File: src/rtl/row_fetch_sched.sv
// Row fetch sequencer: reads PER_LINE values per text row, converts each to 3 BCD digits
// and commits the assembled row to lineout. Optional macro ROW_OOR_BLANK_EN blanks slots past L.
module row_fetch_sched #(
  parameter int unsigned HCHAR    = 48,
  parameter int unsigned VCHAR    = 18,
  parameter int unsigned L        = 47,
  parameter int unsigned N        = 10,
  parameter int unsigned ADR_BITS = 6,
  parameter int unsigned RD_LAT   = 1
) (
  input  logic                 clk,
  input  logic                 RST,
  input  logic                 row_start,
  input  logic [4:0]           row_idx,
  input  logic [2:0]           pagenum,
  output logic                 rd_en,
  output logic [ADR_BITS-1:0]  rd_addr,
  input  logic [N-1:0]         rd_data,
  output logic [4*HCHAR-1:0]   lineout,
  output logic                 busy,
  output logic                 done,
  output logic                 overrun
);

  localparam int unsigned PER_LINE = HCHAR / 3;
  localparam int unsigned LINEBITS = 4 * HCHAR;
  localparam int unsigned SlotW    = $clog2(PER_LINE);
  localparam logic [SlotW-1:0] LastSlot = SlotW'(PER_LINE - 1);

  typedef enum logic [1:0] {StIdle, StIssue, StDrain, StCommit} state_e;

  state_e                         state_q, state_d;
  logic [4:0]                     row_q;
  logic [2:0]                     page_q;
  logic [SlotW-1:0]               slot_q;
  logic                           overrun_q;
  logic [RD_LAT-1:0]              pipe_vld_q, pipe_blank_q;
  logic [RD_LAT-1:0][SlotW-1:0]   pipe_slot_q;
  logic [PER_LINE-1:0][11:0]      back_buf_q;
  logic [LINEBITS-1:0]            lineout_q;
  logic [11:0]                    idx;
  logic                           slot_blank;
  logic                           exit_vld;
  logic [SlotW-1:0]               exit_slot;

  function automatic logic [11:0] to_bcd(input logic [N-1:0] v);
    int unsigned u;
    u = 32'(v);
    if (u > 999) return 12'h999;
    return {4'(u / 100), 4'((u / 10) % 10), 4'(u % 10)};
  endfunction

  // 12-bit index cannot overflow: max page/row/slot gives 2527
  assign idx = 12'(page_q) * 12'(VCHAR * PER_LINE) + 12'(row_q) * 12'(PER_LINE) + 12'(slot_q);

`ifdef ROW_OOR_BLANK_EN
  assign slot_blank = (idx >= 12'(L));
`else
  assign slot_blank = 1'b0;
`endif

  assign exit_vld  = pipe_vld_q[RD_LAT-1];
  assign exit_slot = pipe_slot_q[RD_LAT-1];
  assign lineout   = lineout_q;
  assign overrun   = overrun_q;

  always_ff @(posedge clk or posedge RST) begin
    if (RST) state_q <= StIdle;
    else     state_q <= state_d;
  end

  always_comb begin
    state_d = state_q;
    unique case (state_q)
      StIdle:   if (row_start) state_d = StIssue;
      StIssue: begin
        if (row_start)               state_d = StIssue;
        else if (slot_q == LastSlot) state_d = StDrain;
      end
      StDrain: begin
        if (row_start)                                 state_d = StIssue;
        else if (exit_vld && (exit_slot == LastSlot))  state_d = StCommit;
      end
      StCommit: state_d = row_start ? StIssue : StIdle;
      default:  state_d = StIdle;
    endcase
  end

  always_comb begin
    rd_en   = 1'b0;
    rd_addr = '0;
    busy    = 1'b0;
    done    = 1'b0;
    unique case (state_q)
      StIdle: ;
      StIssue: begin
        rd_en   = !slot_blank;
        rd_addr = ADR_BITS'(idx);
        busy    = 1'b1;
      end
      StDrain:  busy = 1'b1;
      StCommit: begin
        busy = 1'b1;
        done = 1'b1;
      end
      default: ;
    endcase
  end

  // Tag pipe mirrors RAM latency; any row_start flushes in-flight tags
  always_ff @(posedge clk or posedge RST) begin
    if (RST) begin
      pipe_vld_q   <= '0;
      pipe_blank_q <= '0;
      pipe_slot_q  <= '0;
    end else if (row_start) begin
      pipe_vld_q <= '0;
    end else begin
      pipe_vld_q[0]   <= (state_q == StIssue);
      pipe_blank_q[0] <= slot_blank;
      pipe_slot_q[0]  <= slot_q;
      for (int i = 1; i < RD_LAT; i++) begin
        pipe_vld_q[i]   <= pipe_vld_q[i-1];
        pipe_blank_q[i] <= pipe_blank_q[i-1];
        pipe_slot_q[i]  <= pipe_slot_q[i-1];
      end
    end
  end

  always_ff @(posedge clk or posedge RST) begin
    if (RST) begin
      row_q      <= '0;
      page_q     <= '0;
      slot_q     <= '0;
      overrun_q  <= 1'b0;
      back_buf_q <= '0;
      lineout_q  <= '0;
    end else begin
      overrun_q <= row_start && ((state_q == StIssue) || (state_q == StDrain));
      if (row_start) begin
        row_q  <= row_idx;
        page_q <= pagenum;
        slot_q <= '0;
      end else if (state_q == StIssue) begin
        slot_q <= slot_q + 1'b1;
      end
      // Slot 0 lives in the most significant 12 bits
      if (exit_vld) begin
        back_buf_q[LastSlot - exit_slot] <= pipe_blank_q[RD_LAT-1] ? 12'hFFF : to_bcd(rd_data);
      end
      if (state_q == StCommit) lineout_q <= LINEBITS'(back_buf_q);
    end
  end

endmodule

File: config.mk
export PLATFORM = sky130hd
export DESIGN_NAME = row_fetch_sched
export DESIGN_NICKNAME = d
export VERILOG_FILES = /design/src/rtl/row_fetch_sched.sv
export SDC_FILE = /design/constraint.sdc
export NUM_CORES = 1
export LEC_CHECK = 0
export BUFFER_PORTS_ARGS = -buffer_cell sky130_fd_sc_hd__buf_2
export CAP_MARGIN = 20
export CORE_UTILIZATION = 52
export CTS_CLUSTER_DIAMETER = 200
export DETAILED_ROUTE_END_ITERATION = 8
export PLACE_DENSITY_LB_ADDON = 0.15
export SLEW_MARGIN = 40
export SYNTH_ARGS = -nofsm -noshare
export SYNTH_HDL_FRONTEND = slang
export SYNTH_SLANG_ARGS = --single-unit
File: constraint.sdc
create_clock -name clk -period 11.3 [get_ports clk]
set_clock_uncertainty 0.1 [all_clocks]
set_input_delay 1.13 -clock clk [delete_from_list [all_inputs] [get_ports clk]]
set_output_delay 1.13 -clock clk [all_outputs]
set_load 0.01 [all_outputs]
==> results.sh <==
export IMPL_rr_endpoint="back_buf_q[140]"
export IMPL_final_max_slew_viol_count=0
export IMPL_syn_num_nets=1589
export IMPL_antenna_found_initial=0
export IMPL_reg2reg_depth=4
export IMPL_reg2reg_from="exit_slot[2]"
export IMPL_worstPathRequired_ns=11.66
export IMPL_ff_latch_area_um2=9980
export IMPL_pwr_share_clk_pct=26.5
export IMPL_fin_cells=2200
export IMPL_cts_hold_buf=0
export IMPL_clock_path_buffers=3
export IMPL_min_to="back_buf_q[177]"
export IMPL_crit_arrival_ns=9.03
export IMPL_path_delay_family="compound AO/OA/AOI/OAI gates"
export IMPL_row_count=66
export IMPL_finalSetupTns_ns=0
export IMPL_ys_ff_latch=399
export IMPL_initial_core_util_pct=53.4
export IMPL_final_nets=1762
export IMPL_num_antenna_cells=0
export IMPL_hp_start="back_buf_q[177]"
export IMPL_die_h_um=186
export IMPL_p_leak_nw=8.62
export IMPL_clock_sinks=399
export IMPL_portBuffers=217
export IMPL_synthArstFlopShare_pct=100
export IMPL_dp_slack_ns=2.21
export IMPL_coreArea_um2=32900
export IMPL_rsz0062_at_grt="false"
export IMPL_vias=12400
export IMPL_grt_ovfl_total=0
export IMPL_yosysTopAreaCell="dfrtp_1"
export IMPL_cts_tree="done"
export IMPL_ir_drop_mv=0.125
export IMPL_setup_viol=0
export IMPL_drt_wl_total_um=42500
export IMPL_synth_yosys_seq_area_share_pct=56.7
export IMPL_drc_errors=0
export IMPL_min_period_ns=8.67
export IMPL_combPwrFrac_pct=31.4
export IMPL_drtAntennaViolNets=0
export IMPL_htree_levels=2
export IMPL_hold_violations=0
export IMPL_routabilityCongestion=0.859
export IMPL_end_kind="flop"
export IMPL_drive_gt1_share_pct=31.9
export IMPL_status="finished clean"
export IMPL_grt_pass1_wl_um=67300
export IMPL_chipWidth_um=186
export IMPL_cp_slowest_stage_delay_ns=0.64
export IMPL_cp_startpoint="rd_data[7]"
export IMPL_dieArea_um2=34600
export IMPL_worst_slack_ns=2.63
export IMPL_pwr_share_seq_pct=42.2
export IMPL_filler_cell_count=2710
export IMPL_path_max_fanout=20
export IMPL_post_cts_buffers=0
export IMPL_clk_latency_ns=0.53
export IMPL_synth_edf_count=0
export IMPL_cts_clk_slew_worst_paths_ns=0.06
export IMPL_drv_cap=0
export IMPL_synth_top_cell_area_share_pct=56.7
export IMPL_yosys_most_used_dff="dfrtp_1"
export IMPL_netlist_area_um2=17600
export IMPL_dp_cells=2126
export IMPL_drtPass1Iterations=5
export IMPL_ys_types=88
export IMPL_grtUsageTotal_pct=25.1
export IMPL_crit_type="in -> reg"
export IMPL_powerDensity_nw_per_um2=245
export IMPL_root_buffer="clkbuf_16"
export IMPL_final_cell_mix="dfrtp_1 (399), nand2_1 (250), buf_2 (217), mux2_2 (206), o21ai_0 (138)"
export IMPL_final_common_cell="dfrtp_1"
export IMPL_p_switching_mw=1.67
export IMPL_hold_path_class="reg -> reg"
export IMPL_synthTopCellsByArea="dfrtp_1 (57%), mux2_2 (13%), nand2_1 (5.4%)"
export IMPL_io_pins=223
export IMPL_swShare_pct=33.3
export IMPL_hold_depth=2
export IMPL_slew_headroom_pct=47.8
export IMPL_cp_start_kind="input pin"
export IMPL_multi_input_area_um2=7130
export IMPL_grt_pass1_vias=12100
export IMPL_yosysWarnings=0
export IMPL_slowest_stage="nor2b_1"
export IMPL_drt_iter0_markers=587
export IMPL_cpMostUsedCell="ha_1"
export IMPL_worst_slew_pin_slew_ns=0.780
export IMPL_synth_area_per_cell_um2=11.3
export IMPL_synthCells=1556
export IMPL_max_freq_ghz=0.115
export IMPL_r2r_slack_ns=8.81
export IMPL_internal_power_mw=3.34
export IMPL_cp_num_buf_inv=5
export IMPL_routedWlPerCell_um=19.3
export IMPL_vias_per_cell=5.65
export IMPL_dp_final_hpwl_um=28200
export IMPL_grt_max_degree=78
export IMPL_syn_to_final_growth_pct=15.8
export IMPL_cts_resized=0
export IMPL_numCtsBuffers=41
export IMPL_fin_crit_sh_pct=76.7
[worst reg2reg max path, stage by stage (launching register included)]
cell and delay [ns]:
dfrtp_1 0.65, nor2b_1 0.34, nand3b_1 0.58, inv_1 0.34, mux2_2 0.37
[cells in the mapped netlist, drive strengths merged (3+ instances only)]
| master | count |
|---|---|
| inv | 25 |
| clkinv | 3 |
| o21a | 6 |
| ha | 12 |
| or2 | 10 |
| o21ai | 143 |
| dfrtp | 399 |
| mux2i | 22 |
| o311ai | 5 |
| a31oi | 10 |
| or3 | 11 |
| maj3 | 3 |
| xor2 | 6 |
| o22ai | 3 |
| nor4 | 7 |
| clkbuf | 85 |
| o221ai | 3 |
| a211oi | 8 |
| xnor2 | 10 |
| a21o | 6 |
| and3 | 9 |
| nand3b | 4 |
| nor2 | 64 |
| o31ai | 21 |
| mux2 | 207 |
| nand2 | 252 |
| nor3 | 29 |
| o31a | 4 |
| nand2b | 7 |
| nand4 | 6 |
| o211ai | 7 |
| a21oi | 38 |
| nand3 | 26 |
| and2 | 12 |
| a22o | 19 |
| nor2b | 9 |
| buf | 22 |
| a311oi | 5 |
[through the flow]
stage                     power, mW  hold slack, ns  utilization, %  area [um2]
final                          5.00           0.370            61.9       20400
after global routing           5.30           0.396            61.9       20400
after CTS                      5.04           0.374            61.7       20300
after detailed placement       3.70           0.359            57.7       19000
after global placement         3.63           0.355            57.5       18900
after floorplan                3.10           0.340               -       17600
[layer usage]
metal | wire length [um] | track usage, %
met3 | 2090 | 4.21
met4 | 1300 | 8.85
met5 | 0 | 0
met1 | 18600 | 33.3
met2 | 20500 | 41.8
[power groups by stage]
stage / logic (mW) / registers (mW) / clock network (mW)
6_report: 1.57 / 2.11 / 1.32
5_1_grt: 1.72 / 2.17 / 1.41
4_1_cts: 1.58 / 2.11 / 1.35
3_5_place_dp: 1.57 / 2.13 / 0
3_3_place_gp: 1.52 / 2.11 / 0
2_1_floorplan: 0.900 / 2.20 / 0
[final cells by class]
class	instances	area share, %
Inverter	28	0.546
Sequential cell	399	49.0
Tap cell	442	2.71
Timing Repair Buffer	237	6.30
Multi-Input combinational cell	1022	35.0
Clock inverter	10	0.620
Clock buffer	62	5.86
[state kept, by name, summed over array words and instances (netlist names)]
register,cells
row_q,2
overrun,1
page_q,1
back_buf_q,192
slot_q,4
lineout,192
exit_vld,1
state_q,2
exit_slot,4
[worst max path at each step]
stage	to	slack, ns	depth (start not counted)
after global placement	back_buf_q[126]	2.04	27
after CTS	back_buf_q[31]	2.72	27
after global routing	back_buf_q[102]	1.98	27
after detailed placement	back_buf_q[31]	2.21	27
final	back_buf_q[54]	2.63	27
after floorplan	back_buf_q[102]	3.91	31
[cell families (layout without fill, tap and decap cells)]
| family | after synthesis | after routing | share of synthesized area, % |
|---|---|---|---|
| simple gates | 456 | 456 | 11.8 |
| compound gates | 306 | 306 | 11.9 |
| fa+ha+maj | 15 | 15 | 1.03 |
| xor+xnor | 16 | 16 | 0.796 |
| buf+inv | 135 | 337 | 3.17 |
| mux | 229 | 229 | 14.6 |
| flops | 399 | 399 | 56.7 |
(Power assumes the default switching activity.)
